--- src/rtl/tdc_frame_tx.sv ---
// Frames 48-bit TDC result words from the result FIFO into 8-byte serial frames:
// sync byte, six payload bytes MSB first, XOR checksum of the payload.
module tdc_frame_tx #(
  parameter logic [7:0] SYNC_BYTE = 8'hA5,
  parameter int         FIFO_LAT  = 1
) (
  input  logic        clk,
  input  logic        rst_n,
  input  logic        enable,
  input  logic        fifo_empty,
  input  logic [47:0] fifo_dout,
  output logic        fifo_rd_en,
  output logic [7:0]  tx_data,
  output logic        new_tx_data,
  input  logic        tx_busy,
  output logic        busy,
  output logic        frame_done,
  output logic [15:0] frame_cnt
);

  typedef enum logic [2:0] {
    S_IDLE,
    S_READ,
    S_WAIT,
    S_SEND,
    S_HOLD
  } state_t;

  state_t      state_q, state_d;
  logic [1:0]  wait_q, wait_d;
  logic [2:0]  idx_q, idx_d;
  logic [47:0] shift_q, shift_d;
  logic [7:0]  csum_q, csum_d;
  logic [7:0]  txd_q, txd_d;
  logic [15:0] cnt_q, cnt_d;
  logic [7:0]  byte_sel;
  logic        payload_byte;

  assign frame_cnt = cnt_q;

  always_ff @(posedge clk or negedge rst_n) begin
    if (!rst_n) begin
      state_q <= S_IDLE;
      wait_q  <= 2'd0;
      idx_q   <= 3'd0;
      shift_q <= 48'd0;
      csum_q  <= 8'd0;
      txd_q   <= 8'd0;
      cnt_q   <= 16'd0;
    end else begin
      state_q <= state_d;
      wait_q  <= wait_d;
      idx_q   <= idx_d;
      shift_q <= shift_d;
      csum_q  <= csum_d;
      txd_q   <= txd_d;
      cnt_q   <= cnt_d;
    end
  end

  // The payload shifts left after each payload byte, so the next one is always on top.
  always_comb begin
    payload_byte = (idx_q != 3'd0) && (idx_q != 3'd7);
    if (idx_q == 3'd0)      byte_sel = SYNC_BYTE;
    else if (idx_q == 3'd7) byte_sel = csum_q;
    else                    byte_sel = shift_q[47:40];
  end

  always_comb begin
    state_d     = state_q;
    wait_d      = wait_q;
    idx_d       = idx_q;
    shift_d     = shift_q;
    csum_d      = csum_q;
    txd_d       = txd_q;
    cnt_d       = cnt_q;
    fifo_rd_en  = 1'b0;
    new_tx_data = 1'b0;
    frame_done  = 1'b0;
    busy        = 1'b0;
    tx_data     = txd_q;

    unique case (state_q)
      S_IDLE: begin
        if (enable && !fifo_empty) state_d = S_READ;
      end
      S_READ: begin
        fifo_rd_en = 1'b1;
        busy       = 1'b1;
        wait_d     = 2'd1;
        state_d    = S_WAIT;
      end
      S_WAIT: begin
        busy = 1'b1;
        if (wait_q == 2'(FIFO_LAT)) begin
          shift_d = fifo_dout;
          csum_d  = 8'd0;
          idx_d   = 3'd0;
          state_d = S_SEND;
        end else begin
          wait_d = wait_q + 2'd1;
        end
      end
      S_SEND: begin
        busy = 1'b1;
        if (!tx_busy) begin
          new_tx_data = 1'b1;
          tx_data     = byte_sel;
          txd_d       = byte_sel;
          if (payload_byte) begin
            csum_d  = csum_q ^ shift_q[47:40];
            shift_d = {shift_q[39:0], 8'd0};
          end
          state_d = S_HOLD;
        end
      end
      S_HOLD: begin
        // Dead cycle: the transmitter only raises tx_busy the cycle after a strobe.
        if (idx_q == 3'd7) begin
          frame_done = 1'b1;
          cnt_d      = cnt_q + 16'd1;
          state_d    = S_IDLE;
        end else begin
          busy    = 1'b1;
          idx_d   = idx_q + 3'd1;
          state_d = S_SEND;
        end
      end
      default: state_d = S_IDLE;
    endcase
  end

endmodule

--- config.mk ---
export PLATFORM = sky130hd
export DESIGN_NAME = tdc_frame_tx
export DESIGN_NICKNAME = d
export VERILOG_FILES = /design/src/rtl/tdc_frame_tx.sv
export SDC_FILE = /design/constraint.sdc
export NUM_CORES = 1
export LEC_CHECK = 0
export ABC_AREA = 1
export BUFFER_PORTS_ARGS = -buffer_cell sky130_fd_sc_hd__buf_2
export CAP_MARGIN = 10
export CORE_MARGIN = 4
export CORE_UTILIZATION = 30
export DETAILED_ROUTE_END_ITERATION = 7
export GPL_ROUTABILITY_DRIVEN = 1
export PLACE_DENSITY_LB_ADDON = 0.3
export SYNTH_ARGS = -nofsm -noshare
export SYNTH_HDL_FRONTEND = slang
export SYNTH_SLANG_ARGS = --single-unit
--- constraint.sdc ---
create_clock -name clk -period 1.5 [get_ports clk]
set_input_delay 0 -clock clk [delete_from_list [all_inputs] [get_ports clk]]
set_output_delay 0 -clock clk [all_outputs]
set_load 0.1 [all_outputs]
# --- After elaboration in Yosys (flattened, before gate mapping) ---
# Cells that the tools add are included.
totals:
  reg_bits: 88
  output_inout_bits: 28
op_classes:
  n_eq_ne: 13
  n_reduce_logical: 15
  n_addsub: 3
  bitwise_logic: 1
  muxes: 29
ops:
  columns: ["operator", "count"]
  rows:
  - ["$mux W48", 3]
  - ["$pmux W48 S2", 1]
  - ["$mux W8", 7]
  - ["$add A16 B1 Y16 const B", 1]
  - ["$pmux W8 S2", 1]
  - ["$mux W3", 5]
  - ["$pmux W3 S5", 1]
  - ["$ne A2 B2 Y1 const B", 6]
  - ["$xor A8 B8 Y8", 1]
  - ["$eq A3 B2 Y1 const B", 2]
  - ["$eq A3 B3 Y1 const B", 2]
  - ["$logic_not A3 Y1", 2]
  - ["$mux W1", 6]
  - ["$pmux W3 S2", 1]
  - ["$reduce_and A3 Y1", 2]
  - ["$reduce_bool A2 Y1", 3]
  - ["$mux W2", 2]
  - ["$pmux W2 S2", 1]
  - ["$reduce_and A2 Y1", 2]
  - ["$reduce_and A4 Y1", 1]
  - ["$add A3 B1 Y3 const B", 1]
  - ["$eq A3 B1 Y1 const B", 1]
  - ["$ne A3 B3 Y1 const B", 1]
  - ["$reduce_bool A3 Y1", 1]
  - ["other kinds (6)", 7]

# --- Depth between registers and ports, before layout ---
# Gate-level depths: netlist (run 1).
logic_depth:
  ltp_word: 5
  depth_mapped: 11

# --- Least setup slack after synthesis (run 1) ---
# Ideal clock, no wire load.
synth_timing:
  kind: "register to register"
  startpoint: "register state_q[2]"
  endpoint: "register txd_q[6]"
  path_stages_with_launch: 7
  setup_time_ns: 0.287
  path_slack_ns: -1.731
  t_arrival_ns: 2.944
  n_path_buf: 1
  path_cell_list: "dfrtp_1 inv_2 nand3_4 nor2_2 buf_2 nor2_1 a21oi_1"
synth_between:
  elab_chain_len: 2
synth_lines:
  columns: ["item", "line_no", "source"]
  rows:
  - ["start, declared", "29", "state_t state_q, state_d;"]
  - ["start signal, assigned", "51", "state_q <= state_d;"]
  - ["$eq A3 B2 Y1", null, null]
  - ["$mux W8", null, null]
  - ["named net tx_data[6]", "13", "output logic [7:0] tx_data,"]
  - ["end signal, assigned", "56", "txd_q <= txd_d;"]
  - ["end, declared", "34", "logic [7:0] txd_q, txd_d;"]
# The timed path passes the listed nets, and every way through them passes these cells.
# A chain may end at the register's enable or synchronous reset.

# --- Final worst setup path (run 1) ---
layout_timing:
  startpoint: "register idx_q[1]"
  endpoint: "output port tx_data[3]"
layout_between:
  elab_chain_len: 5
layout_lines:
  columns: ["item", "line_no", "source"]
  rows:
  - ["start, declared", "31", "logic [2:0] idx_q, idx_d;"]
  - ["start signal, assigned", "53", "idx_q <= idx_d;"]
  - ["$eq A3 B3 Y1", "65", "else if (idx_q == 3'd7) byte_sel = csum_q;"]
  - ["$mux W8", "65", null]
  - ["$mux W8 (*)", "64", "if (idx_q == 3'd0) byte_sel = SYNC_BYTE;"]
  - ["$mux W8 (*)", null, null]
  - ["$mux W8 (*)", "83", "unique case (state_q)"]
  - ["end, declared", "13", null]
# Mark *: on every way between the ends. The rest lies on a longest branch, timed or not.

==> impl_metrics.toml, run 1 <==
[status]
status = "finished with violations"
violations = "setup timing"

[detailed_routing]
routed_wl_um = 12640
wire_per_inst_um = 12.93
drt_first_iter_violations = 210
drc = 0
dr.pass1.iters = 4
vias_per_cell = 4.578
drtAntennaViolNets = 0
vias = 4473

[cells_and_area]
syn_to_final_growth_pct = 54.53
regArea_sq_mm = 0.002227
postLayoutCoreUtil_pct = 47.05
multi_input_area_sq_mm = 0.002490
n_antenna_cell = 0
fill_cells = 1470
final_cell_area_sq_mm = 0.007127
layout-drive-gt1-share_pct = 30.80
nets = 843

[cts]
cts_tree = "built"
numCtsBuffers = 9
clock_sinks = 88
cts.htree.levels = 3
worst_skew_pair.late_latency_ns = 0.35
clkTransAtPathRegs_ns = 0.07
clockRootBuffer = "clkbuf_16"
cts_buffer_depth = 2

[global_route]
antenna_found_initial = 0
globalRouteOverflowTotal = 0
grt_pass1_wl_um = 21550
grt_util_all_layers_pct = 14.95
grt_max_degree = 42
grt_pass1_vias = 4448

[timing]
fin_ws_ns = -0.3728
worst_slew_pin_slew_ns = 0.4931
clock_skew_ns = 0.01208
fmaxAchievable_mhz = 534.0
timing.final.hold_violations = 0
drv_slew = 0
fin_crit_sh_pct = 124.9
rsz0062_at_grt = "yes"
slew_headroom_pct = 67.35
min_period_ns = 1.873
setup_viol = 87

[placement]
dp.final_hpwl_um = 8120
dp_slack_ns = -0.05818
gp_congestion = 0.7996
place_area_sq_mm = 0.005814
io_buffer_count = 80

[yosys]
synth_warnings = 0
synth_edf_count = 0
yosys.area.top_type_share_pct = 47.75
synth_largest_area_cell = "dfrtp_1"
synth_seq_cells = 88
syn_avg_cell_area_sq_um = 7.415
syn-num-nets = 681
synth_commonest_cells = "303 x nand2_1, 88 x dfrtp_1, 59 x nand3_1"
synth_area_sq_mm = 0.004612
seq_area_frac_synth_pct = 47.75
synthTopCellsByArea = "dfrtp_1 48%, nand2_1 25%, nand3_1 6.4%, nor2_1 3.5%, xnor2_1 2.1%"
ys_types = 30
netlist_instances = 622
ys.flop_type = "dfrtp_1"
synthArstFlopShare_pct = 100.0
yosysMostFrequentCell = "nand2_1"

[floorplan]
dieHeight_um = 132.0
core-area_sq_mm = 0.01515
start_util_pct = 30.45
die-area_sq_mm = 0.01742
pin_count = 81
rows = 45
fp.dieW_um = 132.0

[worst_setup_path]
max_stage_delay_ns = 0.40
path_max_fanout = 6
cp_slowest_cell = "dfrtp_1"
critPathKind = "flip-flop to primary output"
worstPathRequired_ns = 1.50
path_cells = "inv_1 -> ha_2 -> nand2_2 -> buf_6 -> clkinvlp_4 -> nor2_2 -> o21ai_2 -> a21oi_4 -> buf_12"
crit_path_end_kind = "primary output"
start_kind = "flip-flop"
arrival_ns = 1.87

[hold_path]
hold_path.class = "input pin to flip-flop"

[pwr]
power.switching_mw = 6.078
p_comb_share_pct = 56.9
clkPwrFrac_pct = 15.4
p_int_mw = 8.086
switching_share_pct = 42.91
ir_drop_uv = 944.0
seqPwrFrac_pct = 27.7
power_leakage_nw = 3.620
powerDensity_mw_per_mm2 = 1987

[flow_run]
maxCapViolCount = 0
==> layer usage <==
layer / up-vias / global-route usage [%] / wire length [um]
li1: 2275 / - / -
met1: 2098 / 19.21 / 5792
met2: 90 / 25.34 / 6197
met3: 10 / 3.664 / 517
met4: 0 / 3.734 / 129
met5: - / 0 / 0
==> cell families (layout without fill, tap and decap cells) <==
group | after synthesis | after routing | synth area share [%]
compound gates | 23 | 23 | 2.740
xor+xnor | 16 | 16 | 3.038
fa+ha+maj | 6 | 6 | 1.628
buf+inv | 58 | 225 | 6.131
flops | 88 | 88 | 47.75
simple gates | 431 | 431 | 38.71
==> power by group through the flow <==
stage               clock, mW  combinational [mW]  sequential, mW
floorplan                   0                4.71            3.77
global placement            0                6.58            3.90
detailed placement          0                6.64            3.90
CTS                      2.25                7.72            3.87
global route             2.36                8.80            4.04
finish                   2.18                8.05            3.93
==> final timing paths <==
path / startpoint / to / slack (ns) / cells past startpoint
worst min-delay path: fifo_dout[13] / shift_q[13] / 0.003 / 5
worst max register to register: idx_q[0] / shift_q[36] / -0.26 / 9
worst max-delay path: idx_q[1] / tx_data[3] / -0.37 / 9
worst min register to register: shift_q[31] / shift_q[31] / 0.47 / 2
max in group asynchronous: rst_n / shift_q[8] / 0.75 / 3
min in group asynchronous: rst_n / frame_cnt[14] / 0.15 / 2
==> critical path, delay by kind of cell (launching register included) <==
family	cells	cell delay [ns]
adders and majority gates	1	0.17
buffers and inverters	4	0.49
DFF	1	0.40
AOI/OAI and AO/OA	2	0.27
and+or+nand+nor	2	0.20
==> registers in the layout, indices dropped and copies added, names as in the netlist <==
| name | cells |
|---|---|
| csum_q | 8 |
| frame_cnt | 16 |
| idx_q | 3 |
| wait_q | 2 |
| shift_q | 48 |
| state_q | 3 |
| txd_q | 8 |
==> metrics by stage <==
| step | power [mW] | setup TNS [ns] | hold slack [ns] | instances |
|---|---|---|---|---|
| 6_report | 14.16 | -15.94 | 0.003367 | 977 |
| 2_1_floorplan | 8.479 | -4.967 | -0.2956 | 622 |
| 4_1_cts | 13.85 | -15.11 | 0.0005282 | 965 |
| 3_3_place_gp | 10.47 | -0.8078 | -0.002690 | 896 |
| 3_5_place_dp | 10.54 | -1.781 | -0.003601 | 896 |
| 5_1_grt | 15.19 | -23.34 | 0.02866 | 977 |
==> placed cells by master (no fill, tap or decap), types with 5 or more instances in the layout <==
cell type	n
buf_4	30
a21oi_4	7
nand4_1	6
inv_2	5
buf_6	18
xnor2_1	9
nor2_1	34
dfrtp_2	14
inv_1	18
nor2_2	5
nor2_4	6
nand3_1	57
xor2_1	5
buf_12	18
buf_2	67
dlygate4sd3_1	38
nand3b_1	9
nand2_4	7
nand2_2	13
dfrtp_1	72
nand2_1	286
clkbuf_16	9
==> timing repair <==
| item | CTS | global route |
|---|---|---|
| hold buffers | 38 | 0 |
| hold endpoints to repair | 71 | 0 |
| setup endpoints to repair | 73 | 95 |
| gates cloned | 5 | 0 |
| buffers inserted | 11 | 12 |
| resized for setup | 27 | 62 |
| pin swaps | 15 | 23 |
==> area by class of cell <==
type,count,area share (%)
Sequential cell,88,31.25
Inverter,28,1.896
Clock inverter,5,0.5267
Timing Repair Buffer,181,24.54
Tap cell,188,3.301
Clock buffer,11,3.546
Multi-Input combinational cell,476,34.94
Power figures use the tool's default switching activity.
==> run 2: changes to the inputs <==
--- a/config.mk
+++ b/config.mk
@@ -5,7 +5,6 @@
 export SDC_FILE = /design/constraint.sdc
 export NUM_CORES = 1
 export LEC_CHECK = 0
-export ABC_AREA = 1
 export BUFFER_PORTS_ARGS = -buffer_cell sky130_fd_sc_hd__buf_2
 export CAP_MARGIN = 10
 export CORE_MARGIN = 4
==> run 2 against run 1 <==
The flow still finishes with violations (setup timing). Utilization increased by 3.0 points. Clock skew is 0.0054 ns lower. Sequential share of layout area grew 0.77 points. Largest power group unchanged. Highest routed layer unchanged.
==> impl_metrics.toml, run 2 <==
[cells_and_area]
n_antenna_cell = 0
nets = 579
layout-drive-gt1-share_pct = 52.76
largest_register_ffs = 48
syn_to_final_growth_pct = 62.45
final_cell_area_sq_mm = 0.006998
regMostFlops = "shift_q"
layout_commonest_cell = "dfrtp_1"
layout_common_cells = "73 x dfrtp_1, 67 x buf_2, 40 x mux2_4"

[detailed_routing]
drt_first_iter_violations = 131
routed_wl_um = 11310
vias = 3343
wire_per_inst_um = 16.05
drc = 0
drtAntennaViolNets = 0
dr.pass1.iters = 4
vias_per_cell = 4.742

[hold_path]
whs_path_depth = 3
hold_path.class = "input pin to flip-flop"
hold_path_end = "state_q[0]"
hold_start = "tx_busy"

[status]
status = "finished with violations"
violations = "setup timing"

[worst_setup_path]
rrSetupSlack_ns = -0.51
start_kind = "flip-flop"
r2r-start = "idx_q[1]"
worstPathRequired_ns = 1.50
path_max_fanout = 6
r2r-end = "shift_q[23]"
arrival_ns = 2.02
rr_worst_depth = 8
crit_path_end_kind = "primary output"
critPathKind = "flip-flop to primary output"

[timing]
setup_viol = 93
fin_ws_ns = -0.5186
drv_slew = 0
clock_skew_ns = 0.006659
fmaxAchievable_mhz = 495.4
rsz0062_at_grt = "yes"
tns_ns = -32.91
fin_crit_sh_pct = 134.6
slew_headroom_pct = 67.16
min_period_ns = 2.019
worst_slew_pin_slew_ns = 0.4857
timing.final.hold_violations = 0

[global_route]
antenna_found_initial = 0
grt_util_all_layers_pct = 14.43
grt_max_degree = 35
grt_pass1_vias = 3616
grt_pass1_wl_um = 18520
globalRouteOverflowTotal = 0

[cts]
cts_buffer_depth = 2
numCtsBuffers = 9
clock_sinks = 88
cts_tree = "built"
clockRootBuffer = "clkbuf_16"
worst_skew_pair.late_latency_ns = 0.34
clkTransAtPathRegs_ns = 0.06
cts.htree.levels = 3

[pwr]
powerDensity_mw_per_mm2 = 2108
ir_drop_uv = 767.8
power_leakage_nw = 3.215

[yosys]
synth_largest_area_cell = "dfrtp_1"
ys.flop_type = "dfrtp_1"
yosysMostFrequentCell = "dfrtp_1"
syn-num-nets = 423
synth_area_sq_mm = 0.004308
synth_commonest_cells = "88 x dfrtp_1, 69 x mux2_1, 33 x nand2_1"
seq_area_frac_synth_pct = 51.12
synth_seq_cells = 88
ys_types = 38
synth_warnings = 0
synth_edf_count = 0
netlist_instances = 364
synthArstFlopShare_pct = 100.0
synthTopCellsByArea = "dfrtp_1 51%, mux2_1 18%, nor3b_1 3.1%, mux2i_1 3.0%, nand2_1 2.9%"
yosys.area.top_type_share_pct = 51.12
syn_avg_cell_area_sq_um = 11.83

[floorplan]
rows = 43
core-area_sq_mm = 0.01399
die-area_sq_mm = 0.01634
start_util_pct = 30.80
fp.dieW_um = 127.8
dieHeight_um = 127.8
pin_count = 81

[flow_run]
maxCapViolCount = 0

[placement]
io_buffer_count = 80
gp_congestion = 0.7858
place_area_sq_mm = 0.005902
dp_slack_ns = -0.3839
dp.final_hpwl_um = 7552
run 2: cell type report:
type	instances	area, sq um
clock buffer	11	232.7
multi-input combinational	241	2540
sequential	88	2241
timing repair buffer	163	1546
timing repair inverter	1	16.27
clock inverter	5	103.9
fill	1230	6990
tap	180	225.2
inverter	16	92.59
run 2: cells by family (layout without fill, tap and decap cells):
kind of cell               after synthesis  after routing  synth area share (%)
buffers and inverters                   35            196                 3.863
xor gates and xnor gates                15             15                 3.050
and+or+nand+nor                         90             90                 11.36
muxes                                   86             86                 22.10
AOI/OAI and AO/OA                       44             44                 6.768
adders and majority gates                6              6                 1.743
DFF                                     88             88                 51.12
run 2: routing by layer:
metal	track usage (%)	vias to the layer above	routed length [um]
met5	0	-	0
met4	5.306	0	191
met3	3.625	16	388
met2	24.34	50	5823
met1	17.88	1667	4911
li1	-	1610	-
run 2: report_power, final:
part | leakage [nW] | internal [mW] | switching (mW)
registers | 1.07 | 3.36 | 0.690
logic | 1.98 | 4.43 | 3.71
clock network | 0.164 | 1.63 | 0.934
total | 3.22 | 9.42 | 5.34
run 2: repair_timing:
action | 4_1_cts | 5_1_grt
hold endpoints to repair | 87 | 0
pin swaps | 19 | 12
endpoints found under the setup margin | 93 | 96
resized for setup | 37 | 35
hold buffers | 17 | 0
cloned | 7 | 1
setup buffers | 19 | 7
run 2: worst max path at each step:
stage                        start     endpoint  slack [ns]  cells after the start
after CTS                 idx_q[1]   tx_data[6]       -0.54                      7
final                     idx_q[1]   tx_data[6]       -0.52                      7
after global routing      idx_q[1]   tx_data[6]       -0.59                      7
after floorplan           idx_q[0]     txd_q[1]       -0.66                      5
after detailed placement  idx_q[1]   shift_q[1]       -0.38                      8
after global placement    idx_q[1]  shift_q[15]       -0.31                      7
run 2: through the flow:
step	utilization, %	power [mW]	cells	hold WS (ns)
3_5_place_dp	42.19	10.98	648	-0.02791
4_1_cts	49.05	14.68	703	0.00004982
3_3_place_gp	42.19	10.79	648	-0.02566
5_1_grt	50.03	15.53	705	0.005823
6_report	50.03	14.75	705	0.01069
2_1_floorplan	-	8.927	364	-0.2956
run 2: worst max-delay path, stage by stage, from the launching register on:
cell     delay (ns)
dfrtp_1        0.42
ha_4           0.19
buf_6          0.11
ha_4           0.18
buf_12         0.14
mux2i_2        0.17
o31ai_4        0.26
buf_12         0.21
